### src/rtl/umi_param_poller.sv
// Periodically reads one remote UMI register and keeps a local copy of its value.
// Also issues a poll immediately on trigger, and flags timeouts and unexpected responses.
module umi_param_poller #(
  parameter int          DW      = 32,
  parameter int          CW      = 32,
  parameter int          AW      = 64,
  parameter logic [63:0] DSTADDR = 64'h0,
  parameter logic [63:0] SRCADDR = 64'h0,
  parameter int          PERIOD  = 1024,
  parameter int          TIMEOUT = 4096
) (
  input  logic          clk,
  input  logic          nreset,
  input  logic          enable,
  input  logic          trigger,
  output logic [DW-1:0] value,
  output logic          value_valid,
  output logic          update,
  output logic          busy,
  output logic          timeout_err,
  output logic          resp_err,
  output logic          uhost_req_valid,
  output logic [CW-1:0] uhost_req_cmd,
  output logic [AW-1:0] uhost_req_dstaddr,
  output logic [AW-1:0] uhost_req_srcaddr,
  output logic [DW-1:0] uhost_req_data,
  input  logic          uhost_req_ready,
  input  logic          uhost_resp_valid,
  input  logic [CW-1:0] uhost_resp_cmd,
  input  logic [AW-1:0] uhost_resp_dstaddr,
  input  logic [AW-1:0] uhost_resp_srcaddr,
  input  logic [DW-1:0] uhost_resp_data,
  output logic          uhost_resp_ready
);

  localparam logic [31:0]   PERIOD_LOAD  = 32'(PERIOD - 1);
  localparam logic [31:0]   TIMEOUT_LOAD = 32'(TIMEOUT - 1);
  localparam logic [2:0]    REQ_SIZE     = 3'($clog2(DW / 8));
  // Read request: opcode REQ_READ, size log2(DW/8), len 0, all other fields zero.
  localparam logic [CW-1:0] REQ_CMD      = CW'({REQ_SIZE, 5'h01});
  localparam logic [4:0]    RESP_READ    = 5'h02;

  typedef enum logic [1:0] {
    S_IDLE,
    S_WAIT,
    S_REQ,
    S_RESP
  } state_t;

  state_t      state;
  state_t      next_state;
  logic [31:0] timer;
  logic        timer_zero;
  logic        resp_seen;
  logic        resp_ok;
  logic        resp_done;
  logic        timed_out;
  logic        unused_ok;

  assign timer_zero = (timer == 32'd0);
  // Only responses seen in RESP count; anything else is accepted and dropped.
  assign resp_seen  = (state == S_RESP) && uhost_resp_valid;
  assign resp_ok    = resp_seen && (uhost_resp_cmd[4:0] == RESP_READ);
  assign resp_done  = (state == S_RESP) && (uhost_resp_valid || timer_zero);
  assign timed_out  = (state == S_RESP) && !uhost_resp_valid && timer_zero;

  always_comb begin
    next_state = state;
    case (state)
      S_IDLE: begin
        if (trigger)      next_state = S_REQ;
        else if (enable)  next_state = S_WAIT;
      end
      S_WAIT: begin
        if (trigger)         next_state = S_REQ;
        else if (!enable)    next_state = S_IDLE;
        else if (timer_zero) next_state = S_REQ;
      end
      S_REQ: begin
        if (uhost_req_ready) next_state = S_RESP;
      end
      S_RESP: begin
        if (resp_done) next_state = enable ? S_WAIT : S_IDLE;
      end
      default: next_state = S_IDLE;
    endcase
  end

  always_ff @(posedge clk or negedge nreset) begin
    if (!nreset) state <= S_IDLE;
    else         state <= next_state;
  end

  // One counter serves as the poll period timer and as the response timeout.
  always_ff @(posedge clk or negedge nreset) begin
    if (!nreset) begin
      timer <= 32'd0;
    end else begin
      case (state)
        S_IDLE: timer <= PERIOD_LOAD;
        S_WAIT: if (!timer_zero) timer <= timer - 32'd1;
        S_REQ:  if (uhost_req_ready) timer <= TIMEOUT_LOAD;
        S_RESP: timer <= resp_done ? PERIOD_LOAD : timer - 32'd1;
        default: timer <= 32'd0;
      endcase
    end
  end

  always_ff @(posedge clk or negedge nreset) begin
    if (!nreset) begin
      value       <= '0;
      value_valid <= 1'b0;
      update      <= 1'b0;
      timeout_err <= 1'b0;
      resp_err    <= 1'b0;
    end else begin
      update <= resp_ok;
      if (resp_ok) begin
        value       <= uhost_resp_data;
        value_valid <= 1'b1;
      end
      if (resp_seen && !resp_ok) resp_err <= 1'b1;
      if (timed_out)             timeout_err <= 1'b1;
    end
  end

  assign uhost_req_valid   = (state == S_REQ);
  assign uhost_req_cmd     = REQ_CMD;
  assign uhost_req_dstaddr = AW'(DSTADDR);
  assign uhost_req_srcaddr = AW'(SRCADDR);
  assign uhost_req_data    = '0;
  assign busy              = (state == S_REQ) || (state == S_RESP);
  assign uhost_resp_ready  = nreset;

  assign unused_ok = ^{uhost_resp_cmd[CW-1:5], uhost_resp_dstaddr, uhost_resp_srcaddr};

endmodule

### config.mk
export PLATFORM = sky130hd
export DESIGN_NAME = umi_param_poller
export DESIGN_NICKNAME = d
export VERILOG_FILES = /design/src/rtl/umi_param_poller.sv
export SDC_FILE = /design/constraint.sdc
export NUM_CORES = 1
export LEC_CHECK = 0
export CAP_MARGIN = 10
export CELL_PAD_IN_SITES_DETAIL_PLACEMENT = 0
export CELL_PAD_IN_SITES_GLOBAL_PLACEMENT = 1
export CORE_AREA = 2 2 167 169
export DETAILED_ROUTE_END_ITERATION = 10
export DIE_AREA = 0 0 169 171
export PLACE_DENSITY_LB_ADDON = 0.12
export SYNTH_ARGS = -nofsm -noshare
export SYNTH_HDL_FRONTEND = slang
export SYNTH_SLANG_ARGS = --single-unit
### constraint.sdc
create_clock -name clk -period 2.3 [get_ports clk]
set_input_delay 0.69 -clock clk [delete_from_list [all_inputs] [get_ports clk]]
set_output_delay 0.69 -clock clk [all_outputs]
set_load 0.02 [all_outputs]
# Yosys cells after proc, flatten, opt, wreduce, memory -nomap -nowiden
# Index checks and enable logic that the tools add are counted.
# op_classes
n_mux,13
eq_ne,9
addsub,1
n_reduce_logical,14
# op_table
op,n
$pmux 32 s4,1
$mux 32,3
$logic_not 32->1,1
$sub 32x1->32 const B,1
$mux 2,7
$pmux 2 s4,1
$logic_and 1x1->1,6
$eq 5x2->1 const B,1
$eq 2x2->1 const B,2
$ne 2x2->1 const B,2
$ne 4x4->1 const B,1
$reduce_and 4->1,1
$ne 3x3->1 const B,1
$eq 2x1->1 const B,1
$logic_not 1->1,2
$logic_not 2->1,1
$logic_or 1x1->1,2
$ne 2x1->1 const B,1
$reduce_and 2->1,1
$mux 1,1
# totals
input_bits,198
wordCells,44
output_inout_bits,231
register_bits,70

# Longest topological paths before layout
# logic_depth
depth_word,5
depth_mapped,8
ltp_nobuf,7

# Worst setup path before layout
# Ideal clock, no wire load.
# synth_timing
path_type,input to register
start,in uhost_resp_cmd[0]
end,reg value[3]
setup_ps,125
stages,4
arrival_time_ps,2161
setup_slack_ps,14
required_ps,2175
path_buffers,1
cell_sequence,or4_1 -> nor2_1 -> buf_2 -> mux2_2
# synth_via
elab_chain_len,2
# synth_rtl
item,line,text
start: declaration,29,"input logic [CW-1:0] uhost_resp_cmd,"
$eq 5x2->1,63,assign resp_ok = resp_seen && (uhost_resp_cmd[4:0] == RESP_READ);
$logic_and 1x1->1,63,
end signal: assignment,119,value <= uhost_resp_data;
end: declaration,16,"output logic [DW-1:0] value,"
# No other way between the ends.
# A chain may end at the register's enable or synchronous reset.

# Worst setup path in the final report
# layout_timing
start,in uhost_resp_cmd[3]
end,reg value[24]
# The elaborated chain is that of the path after synthesis.

==> flow_summary.ini <==
[critical_path]
cp-start-kind = primary input
critPathKind = in2reg
required_ns = 2.52
critPathSlowestCell = or4_1
crit_family = simple AND/OR/NAND/NOR gates
cp_num_buf_inv = 2
path_max_fanout = 26
arrival_ns = 2.46
crit_path_max_incr_delay_ns = 0.50
critPathCaptureType = register
path_cells = clkdlybuf4s50_1 > nand2b_1 > or4_1 > nor2_4 > buf_12 > mux2_2

[grt]
grt_max_degree = 71
grt_use_met2_pct = 12.8
grt_pass1_wl_mm = 19.2
grt_pass1_vias = 3169
grt_busiest_layer = met1
grt_use_met3_pct = 2.22
grt_overflow = 0
grt.met1_usage_pct = 12.9
antenna_found_initial = 0
grtUsageTotal_pct = 8.81

[drt]
antenna_left = 0
drtIter0Drc = 122
first_pass_iters = 4
drc_errors = 0
route.detailed.wl_per_inst_um = 13.2
vias = 3433
viasPerCell = 3.46
wl_mm = 13.1

[timing]
drv_slew = 0
period_needed_ns = 2.23
hold_violations = 0
tightest_slew_ns = 0.948
fmax_mhz = 448
rsz0062_at_grt = no
finClkSkew_ns = 0.00944
fin_crit_sh_pct = 97.1
max-slew-margin-rel_pct = 36.8
finalSetupViolCount = 0

[die]
start_util_pct = 18.1
die_height_um = 171
die-area_um2 = 28900
core_um2 = 27300
rows = 61
die-width_um = 169
ios = 429

[synth]
ys_seq_elements = 70
yosys_warnings = 0
avgSynthCellArea_um2 = 9.71
synth.largest_area_cell = dfrtp_1
yosysTopAreaCellShare_pct = 35.5
yosysUniqueCellTypes = 58
syn_inst = 508
ys.flop_type = dfrtp_1
synthTopCellsByArea = dfrtp_1 36%, buf_4 29%, mux2_2 5.0%
async_reset_ff_share_pct = 100
synth_seq_area_share_pct = 35.5
synth_enable_flop_cells = 0
syn_area_um2 = 4930

[placed_design]
port-buffer-count = 81
dp_hpwl_mm = 10.2
dpl-instance-area_um2 = 5830
dp_cells = 974
gp_congestion = 0.728

[finish]
multi_input_area_um2 = 2370
layout_commonest_cell = conb_1
finalNonFillerCells = 991
layout_common_cells = 192 x conb_1, 77 x clkdlybuf4s50_1, 70 x dfrtp_1, 58 x buf_4, 22 x mux2_2
drive_gt1_share_pct = 17.7
areaGrowthSynthToFinish_pct = 24.3
diodes = 0
fin_area_um2 = 6130
n_fill_cell = 2989
regArea_um2 = 1750
final_nets = 840

[power]
p_leak_nw = 2.88
ir_drop_v = 0.000291
totalPowerFinal_mw = 4.86
power.density_nw_per_um2 = 793

[outcome]
status = finished clean

[clock_network]
cts_root_buf = clkbuf_16
cts_buffer_depth = 2
clock_latency_ns = 0.34
cts_tree = built
postCtsHoldBufs = 0
numCtsBuffers = 9
path_clk_slew_ns = 0.06
clock_sinks = 70
cts.htree.levels = 3

[worst_hold_path]
hold_class = reg2reg

[flow_run]
drv_cap = 0
-- cells in the mapped netlist (3+ instances only) --
master,number
dfrtp_1,70
mux2_1,10
clkbuf_1,9
nand3_1,13
a211oi_1,3
inv_1,8
buf_4,193
xor2_1,4
nand4_1,10
nor2_1,15
mux2_2,22
a21oi_1,14
o22a_1,3
o31ai_1,6
or2_1,4
and3_1,3
nor3_1,8
o21a_1,3
o21ai_0,7
nor4_4,4
or4_1,10
nand2_1,17
nor3b_1,3
or3_1,13
buf_2,7
nor4_1,4
xnor2_1,3
-- final cells by class --
cell class,count,share of cell area [%]
multi-input combinational,411,38.6
sequential,70,28.6
timing repair buffer,140,20.8
tap,346,7.06
clock buffer,10,3.74
clock inverter,6,0.735
inverter,8,0.490
-- power by group --
| group | internal (mW) | switching, mW | leakage (nW) | total, mW |
|---|---|---|---|---|
| clock | 0.737 | 0.598 | 0.126 | 1.33 |
| sequential | 1.44 | 0.142 | 0.897 | 1.58 |
| combinational | 0.812 | 1.13 | 1.86 | 1.94 |
| total | 2.99 | 1.87 | 2.88 | 4.86 |
-- metal layers --
layer  vias to the layer above  wire length, um
met2                       164             5540
met1                      1616             6610
met5                         -                0
met3                         9              821
met4                         0              125
li1                       1644                -
-- per-stage QoR --
stage	hold slack (ns)	util [%]	TNS, ns	setup WS [ns]
finish	0.465	22.4	0	0.0657
detailed placement	0.455	21.3	-14.01	-0.322
global placement	0.450	21.3	-13.92	-0.301
global route	0.487	22.4	0	0.00195
CTS	0.472	22.3	0	0.0360
floorplan	0.394	-	0	0.0140
-- sequential cells by signal, summed over array words and instances (netlist names) --
register,cells
timer,32
value,32
state,2
resp_err,1
timeout_err,1
update,1
value_valid,1
-- worst reg2reg max path: stages (launching register included) --
cell and delay (ns):
dfrtp_1 0.42, buf_4 0.18, or3_1 0.40, or2_1 0.29, or3_1 0.34, or3_1 0.36, a21oi_1 0.14
-- cells by family after synthesis --
group / after synthesis / synth area share, %
xor+xnor: 7 / 1.24
flops: 70 / 35.5
fa+ha+maj: 2 / 0.507
compound gates: 62 / 9.34
mux: 33 / 7.51
simple gates: 115 / 14.4
buf+inv: 217 / 31.4
other cells: 2 / 0.152
-- worst paths after layout --
path                            depth (start not counted)     endpoint  slack (ns)         startpoint
worst max-delay path                                    6    value[24]        0.07  uhost_resp_cmd[3]
worst min-delay path                                    1  value_valid        0.47        value_valid
worst max register to register                          6    timer[18]        0.10          timer[12]
worst min register to register                          1  value_valid        0.47        value_valid
max in group asynchronous                               2    timer[31]        1.08             nreset
min in group asynchronous                               2    value[31]        0.62             nreset
-- what timing repair did --
action                     4_1_cts  5_1_grt
resized for setup                1        5
pin swaps                        0        1
buffers inserted                 0        1
setup endpoints to repair        1       18
No activity file was read; power rests on OpenSTA's default activity.
